### src/rtl/alu_rs_scheduler_pkg.sv
// Shared sizes, op-type encodings and payload structs for the ALU reservation station.
// The optional age picker (ALU_RS_AGE_PICK_EN) lives in alu_rs_picker.
package alu_rs_scheduler_pkg;

  localparam int unsigned RS_SIZE_BIT  = 3;
  localparam int unsigned ROB_SIZE_BIT = 4;
  localparam int unsigned RS_TYPE_BIT  = 5;
  localparam int unsigned RS_SIZE      = 1 << RS_SIZE_BIT;
  localparam int unsigned XLEN         = 32;

  // [4]=is_branch, [3:1]=func3, [0]=func7 bit
  typedef enum logic [RS_TYPE_BIT-1:0] {
    OP_ADD  = 5'b00000,
    OP_SUB  = 5'b00001,
    OP_SLL  = 5'b00010,
    OP_SLT  = 5'b00100,
    OP_SLTU = 5'b00110,
    OP_XOR  = 5'b01000,
    OP_SRL  = 5'b01010,
    OP_SRA  = 5'b01011,
    OP_OR   = 5'b01100,
    OP_AND  = 5'b01110,
    OP_BEQ  = 5'b10000,
    OP_BNE  = 5'b10010,
    OP_BLT  = 5'b11000,
    OP_BGE  = 5'b11010,
    OP_BLTU = 5'b11100,
    OP_BGEU = 5'b11110
  } alu_op_e;

  typedef struct packed {
    logic                    valid;
    logic [ROB_SIZE_BIT-1:0] rob_id;
    logic [XLEN-1:0]         val;
  } cdb_t;

  typedef struct packed {
    logic                    busy;
    logic [ROB_SIZE_BIT-1:0] tag;
    logic [XLEN-1:0]         val;
  } rs_opnd_t;

  typedef struct packed {
    logic                    busy;
    logic [RS_TYPE_BIT-1:0]  op_type;
    rs_opnd_t                src1;
    rs_opnd_t                src2;
    logic [ROB_SIZE_BIT-1:0] rob_id;
  } rs_entry_t;

  // Resolve a pending operand against both result buses (tags never collide across buses).
  function automatic rs_opnd_t snoop(rs_opnd_t o, cdb_t c0, cdb_t c1);
    rs_opnd_t r;
    r = o;
    if (o.busy && c0.valid && (c0.rob_id == o.tag)) begin
      r.busy = 1'b0;
      r.val  = c0.val;
    end else if (o.busy && c1.valid && (c1.rob_id == o.tag)) begin
      r.busy = 1'b0;
      r.val  = c1.val;
    end
    return r;
  endfunction

endpackage

### src/rtl/alu_rs_picker.sv
// Issue select for the ALU reservation station.
// ALU_RS_AGE_PICK_EN: oldest ready entry wins (ties to lowest index); otherwise lowest ready index.
module alu_rs_picker
  import alu_rs_scheduler_pkg::*;
(
  input  logic                   clk_in,
  input  logic                   rst_in,
  input  logic                   rdy_in,
  input  logic                   clear,
  input  logic [RS_SIZE-1:0]     busy,
  input  logic [RS_SIZE-1:0]     alloc,
  input  logic [RS_SIZE-1:0]     ready,
  output logic                   found,
  output logic [RS_SIZE_BIT-1:0] index
);

`ifdef ALU_RS_AGE_PICK_EN
  logic [RS_SIZE_BIT-1:0] age [RS_SIZE];
  logic [RS_SIZE_BIT-1:0] best;

  // Saturating per-entry age, zeroed when the slot is (re)allocated
  always_ff @(posedge clk_in or posedge rst_in) begin
    if (rst_in) begin
      for (int i = 0; i < RS_SIZE; i++) age[i] <= '0;
    end else if (rdy_in) begin
      for (int i = 0; i < RS_SIZE; i++) begin
        if (clear || alloc[i])                begin age[i] <= '0;              end
        else if (busy[i] && (age[i] != '1))   begin age[i] <= age[i] + 1'b1;   end
      end
    end
  end

  always_comb begin
    found = 1'b0;
    index = '0;
    best  = '0;
    for (int i = 0; i < RS_SIZE; i++) begin
      if (ready[i] && (!found || (age[i] > best))) begin
        found = 1'b1;
        index = RS_SIZE_BIT'(i);
        best  = age[i];
      end
    end
  end
`else
  logic unused_age_ctl;
  assign unused_age_ctl = ^{clk_in, rst_in, rdy_in, clear, busy, alloc};

  always_comb begin
    found = 1'b0;
    index = '0;
    for (int i = 0; i < RS_SIZE; i++) begin
      if (ready[i] && !found) begin
        found = 1'b1;
        index = RS_SIZE_BIT'(i);
      end
    end
  end
`endif

endmodule

### src/rtl/alu_rs_scheduler.sv
// Reservation station + single-issue scheduler feeding the integer/branch ALU.
// Picker policy selectable with ALU_RS_AGE_PICK_EN (see alu_rs_picker).
module alu_rs_scheduler
  import alu_rs_scheduler_pkg::*;
(
  input  logic                    clk_in,
  input  logic                    rst_in,
  input  logic                    rdy_in,
  input  logic                    clear,
  input  logic                    disp_valid,
  input  logic [RS_TYPE_BIT-1:0]  disp_type,
  input  logic [XLEN-1:0]         disp_v1,
  input  logic [XLEN-1:0]         disp_v2,
  input  logic                    disp_q1_busy,
  input  logic                    disp_q2_busy,
  input  logic [ROB_SIZE_BIT-1:0] disp_q1,
  input  logic [ROB_SIZE_BIT-1:0] disp_q2,
  input  logic [ROB_SIZE_BIT-1:0] disp_rob_id,
  input  logic                    cdb0_valid,
  input  logic [ROB_SIZE_BIT-1:0] cdb0_rob_id,
  input  logic [XLEN-1:0]         cdb0_val,
  input  logic                    cdb1_valid,
  input  logic [ROB_SIZE_BIT-1:0] cdb1_rob_id,
  input  logic [XLEN-1:0]         cdb1_val,
  output logic                    rs_full,
  output logic                    alu_input,
  output logic [RS_TYPE_BIT-1:0]  arith_type,
  output logic [XLEN-1:0]         r1_val,
  output logic [XLEN-1:0]         r2_val,
  output logic [ROB_SIZE_BIT-1:0] inst_rob_id
);

  rs_entry_t              ent [RS_SIZE];
  logic [RS_SIZE-1:0]     busy_vec;
  logic [RS_SIZE-1:0]     ready_vec;
  logic [RS_SIZE-1:0]     alloc_oh;
  logic                   alloc_found;
  logic [RS_SIZE_BIT-1:0] alloc_idx;
  logic                   disp_fire;
  logic                   pick_found;
  logic [RS_SIZE_BIT-1:0] pick_idx;
  cdb_t                   cdb0;
  cdb_t                   cdb1;
  rs_opnd_t               d_src1;
  rs_opnd_t               d_src2;

  assign cdb0   = '{valid: cdb0_valid, rob_id: cdb0_rob_id, val: cdb0_val};
  assign cdb1   = '{valid: cdb1_valid, rob_id: cdb1_rob_id, val: cdb1_val};
  assign d_src1 = snoop('{busy: disp_q1_busy, tag: disp_q1, val: disp_v1}, cdb0, cdb1);
  assign d_src2 = snoop('{busy: disp_q2_busy, tag: disp_q2, val: disp_v2}, cdb0, cdb1);

  // Occupancy and readiness from registered state only
  always_comb begin
    busy_vec  = '0;
    ready_vec = '0;
    for (int i = 0; i < RS_SIZE; i++) begin
      busy_vec[i]  = ent[i].busy;
      ready_vec[i] = ent[i].busy && !ent[i].src1.busy && !ent[i].src2.busy;
    end
  end

  assign rs_full = &busy_vec;

  // Lowest-index free slot for dispatch
  always_comb begin
    alloc_found = 1'b0;
    alloc_idx   = '0;
    for (int i = 0; i < RS_SIZE; i++) begin
      if (!busy_vec[i] && !alloc_found) begin
        alloc_found = 1'b1;
        alloc_idx   = RS_SIZE_BIT'(i);
      end
    end
  end

  assign disp_fire = rdy_in && !clear && disp_valid && alloc_found;
  assign alloc_oh  = disp_fire ? (RS_SIZE'(1) << alloc_idx) : '0;

  alu_rs_picker u_picker (
    .clk_in (clk_in),
    .rst_in (rst_in),
    .rdy_in (rdy_in),
    .clear  (clear),
    .busy   (busy_vec),
    .alloc  (alloc_oh),
    .ready  (ready_vec),
    .found  (pick_found),
    .index  (pick_idx)
  );

  // Entry storage, wakeup and registered issue port; clear overrides everything else
  always_ff @(posedge clk_in or posedge rst_in) begin
    if (rst_in) begin
      for (int i = 0; i < RS_SIZE; i++) ent[i] <= '0;
      alu_input   <= 1'b0;
      arith_type  <= '0;
      r1_val      <= '0;
      r2_val      <= '0;
      inst_rob_id <= '0;
    end else if (rdy_in) begin
      if (clear) begin
        for (int i = 0; i < RS_SIZE; i++) ent[i].busy <= 1'b0;
        alu_input   <= 1'b0;
        inst_rob_id <= '0;
      end else begin
        for (int i = 0; i < RS_SIZE; i++) begin
          if (ent[i].busy) begin
            ent[i].src1 <= snoop(ent[i].src1, cdb0, cdb1);
            ent[i].src2 <= snoop(ent[i].src2, cdb0, cdb1);
          end
        end
        if (pick_found) begin
          alu_input          <= 1'b1;
          arith_type         <= ent[pick_idx].op_type;
          r1_val             <= ent[pick_idx].src1.val;
          r2_val             <= ent[pick_idx].src2.val;
          inst_rob_id        <= ent[pick_idx].rob_id;
          ent[pick_idx].busy <= 1'b0;
        end else begin
          alu_input   <= 1'b0;
          inst_rob_id <= '0;
        end
        if (disp_fire) begin
          ent[alloc_idx] <= '{busy: 1'b1, op_type: disp_type, src1: d_src1,
                              src2: d_src2, rob_id: disp_rob_id};
        end
      end
    end
  end

endmodule
### config.mk
export PLATFORM = sky130hd
export DESIGN_NAME = alu_rs_scheduler
export DESIGN_NICKNAME = d
export VERILOG_FILES = /design/src/rtl/alu_rs_scheduler_pkg.sv /design/src/rtl/alu_rs_picker.sv /design/src/rtl/alu_rs_scheduler.sv
export SDC_FILE = /design/constraint.sdc
export NUM_CORES = 2
export LEC_CHECK = 0
export ABC_AREA = 0
export BUFFER_PORTS_ARGS = -buffer_cell sky130_fd_sc_hd__buf_2
export CELL_PAD_IN_SITES_DETAIL_PLACEMENT = 1
export CELL_PAD_IN_SITES_GLOBAL_PLACEMENT = 1
export CORE_MARGIN = 10
export CORE_UTILIZATION = 53
export DETAILED_ROUTE_END_ITERATION = 8
export HOLD_SLACK_MARGIN = 0.12
export PLACE_DENSITY_LB_ADDON = 0.15
export RECOVER_POWER = 50
export SLEW_MARGIN = 20
export SYNTH_ARGS = -nofsm -noshare
export SYNTH_HDL_FRONTEND = slang
export SYNTH_HIERARCHICAL = 1
export SYNTH_SLANG_ARGS = --single-unit
### constraint.sdc
create_clock -name clk_in -period 69.3 [get_ports clk_in]
set_clock_uncertainty 0.1 [all_clocks]
set_input_delay 13.86 -clock clk_in [delete_from_list [all_inputs] [get_ports clk_in]]
set_output_delay 13.86 -clock clk_in [all_outputs]
set_load 0.1 [all_outputs]
==> impl_metrics.yaml <==
cts:
  cts_tree: "done"
  cts_buffer_depth: 3
  cts_resized: 0
  cts-hold-fix-buffers: 0
  root_buffer: "clkbuf_16"
  clk_pin_slew_ps: 60
  cts_buffers: 85
  clock_latency_ps: 680
  cts_setup_buffers: 0
  htree_levels: 3
  numClockSinks: 746
final_layout:
  syn_to_final_growth_pct: 9.611
  drive_above_1_share_pct: 15.05
  fillers: 9605
  layout_commonest_cell: "dfrtp_1"
  final_cell_mix: "dfrtp_1 (745), nand2_1 (706), a221o_1 (334)"
  fin_area_sq_um: 50330
  final_net_count: 4949
floorplan:
  die_h_microns: 314.3
  initial_core_util_pct: 53.67
  boundaryPins: 237
  fp.dieW_microns: 314.3
  fp.dieArea_sq_um: 98800
  rows: 107
  core_sq_um: 85550
route:
  ant_nets: 0
  totalWireLength_mm: 237.3
  drc_errors: 0
  first_pass_iters: 9
  drt_iter0_markers: 8494
  wl_per_cell_microns: 39.56
  vias: 49043
  via_per_inst: 8.178
global_routing:
  grt_pass1_vias: 50677
  grt_max_degree: 162
  grt_pass1_wl_mm: 343.7
  antenna_found_initial: 27
  grt_usage_pct: 46.50
  grt_overflow_total: 0
worst_setup_path:
  crit_path_start_kind: "input port"
  worstSetupPathType: "input port to async pin"
  crit_path_frequent_cell: "clkbuf_1"
  worstPathCellList: "buf_2, clkinvlp_2, clkbuf_1, clkbuf_1"
  cp_slowest_cell: "clkbuf_1"
  critPathMaxStageDelay_ps: 5840
  path_buf_inv: 4
  crit_path_max_fanout: 144
  end_kind: "async pin"
  crit_required_ps: 68930
  timing.critical_path.arrival_ps: 26850
  cpLargestDelayFamily: "buffers and inverters"
timing:
  rsz0062_at_grt: "no"
  min_period_ps: 27220
  maxSlewHeadroom_pct: -508.7
  slew_violations: 1304
  hold_viol: 0
  setup-violations-final: 0
  worstMarginPinSlew_ps: 9130
  fin_crit_sh_pct: 39.28
  timing.final.ws_setup_ps: 42080
  max_freq_mhz: 36.74
  finalSetupTns_ps: 0
placed_design:
  gp_congestion: 0.9396
  place_area_sq_um: 47690
  dp_worst_setup_slack_ps: 51500
  hpwl_mm: 136.1
  port_buffers: 236
logic_synthesis:
  synth_edf_count: 0
  syn_area_sq_um: 45910
  synth_seq_cells: 746
  ys.flop_type: "dfrtp_1"
  ys.warnings.count: 6
  avgSynthCellArea_sq_um: 9.277
  async_flop_share_pct: 100.0
  yosysSeqAreaShare_pct: 40.66
  synthCells: 4949
  synth.net_count: 5111
  yosysUniqueCellTypes: 71
status:
  violations: "capacitance limit, slew limit"
  status: "finished with violations"
power_and_ir_drop:
  power-per-cell-area_nw_per_um2: 27.71
  max-vdd-ir-drop_mv: 0.02525
  p_leak_nw: 20.26
flow_run:
  drv_cap: 21
hold_path:
  hold_class: "flip-flop to flip-flop"
==> final timing paths <==
path / startpoint / end / slack [ps] / cells after the start
setup / recovery: rst_in / ent[54] / 42080 / 4
hold / removal: ent[253] / ent[253] / 370 / 2
setup reg to reg: busy_vec[1] / ent[381] / 61140 / 9
hold reg to reg: ent[253] / ent[253] / 370 / 2
max in group clk_in: rdy_in / r1_val[13] / 43230 / 7
min in group asynchronous: rst_in / ent[575] / 14820 / 2
==> power breakdown <==
| group | total [mW] | internal [mW] | switching, mW |
|---|---|---|---|
| sequential | 0.530 | 0.492 | 0.0382 |
| clock | 0.474 | 0.272 | 0.202 |
| combinational | 0.390 | 0.0948 | 0.295 |
| total | 1.39 | 0.859 | 0.535 |
==> tightest hold or removal path: stages, from the launching register on <==
cell     delay (ps)
dfrtp_1         340
nand2_1          50
nand2_1          50
==> cells by family (layout without fill, tap and decap cells) <==
| group | Yosys count | after routing | synth area share (%) |
|---|---|---|---|
| compound gates | 1679 | 1679 | 27.39 |
| xor+xnor | 121 | 121 | 2.308 |
| buf+inv | 678 | 573 | 5.671 |
| flops | 746 | 746 | 40.66 |
| mux | 290 | 290 | 10.37 |
| other cells | 0 | 9 | 0 |
| simple gates | 1435 | 1435 | 13.60 |
==> sequential cells by signal (all words and copies together), names as in the netlist <==
signal and cells:
alu_input 1, inst_rob_id 4, ent 664, r2_val 32
busy_vec 8, r1_val 32, arith_type 5
==> layout make-up <==
type,count,area (sq um),share of cell area (%)
well taps,1144,1431,2.844
flip-flops and latches,746,18670,37.10
diodes,9,22.52,0.04475
clock buffers,127,2560,5.087
multi-input cells,3525,25060,49.79
repair buffers,372,2118,4.209
inverters,57,225.2,0.4475
clock inverters,17,240.2,0.4773
==> Yosys cell counts (all sizes together) (19+ instances only) <==
cell type | instances | area [sq um]
o31a | 19 | 166.4
mux4 | 146 | 3288
a211oi | 91 | 728.2
o211ai | 24 | 180.2
xnor2 | 84 | 735.7
a221o | 334 | 3343
nand3 | 175 | 875.8
xor2 | 37 | 324.1
a22oi | 114 | 855.8
o221a | 21 | 236.5
nor3 | 86 | 441.7
a31oi | 66 | 412.9
and3 | 22 | 137.6
a221oi | 74 | 648.1
nand4 | 67 | 419.2
o21ai | 283 | 1416
buf | 89 | 392.9
o31ai | 24 | 195.2
inv | 56 | 210.2
nand2 | 712 | 2673
clkbuf | 532 | 1997
o22ai | 59 | 369.1
a22o | 137 | 1200
o2bb2ai | 43 | 376.6
dfrtp | 746 | 18670
mux2 | 26 | 292.8
and2 | 22 | 137.6
a31o | 30 | 262.8
a211o | 20 | 175.2
mux2i | 118 | 1181
a21oi | 262 | 1311
nor2 | 275 | 1032
==> stage by stage <==
stage / instances / utilization [%] / hold slack [ps] / power, mW
2_1_floorplan: 4949 / - / 340.8 / 0.8105
3_3_place_gp: 5842 / 55.70 / 353.4 / 0.9057
3_5_place_dp: 5843 / 55.75 / 360.8 / 0.9175
4_1_cts: 5987 / 59.02 / 375.5 / 1.384
5_1_grt: 5995 / 58.82 / 394.0 / 1.427
6_report: 5997 / 58.83 / 372.9 / 1.395
==> routing by layer <==
metal / vias up / track usage, % / share of wire (%)
met4: 30 / 34.02 / 9.0
met3: 1533 / 21.43 / 17
li1: 18398 / - / -
met5: - / 0.1975 / 0.082
met2: 4761 / 65.52 / 41
met1: 24321 / 55.27 / 33
Power figures use the tool's default switching activity.
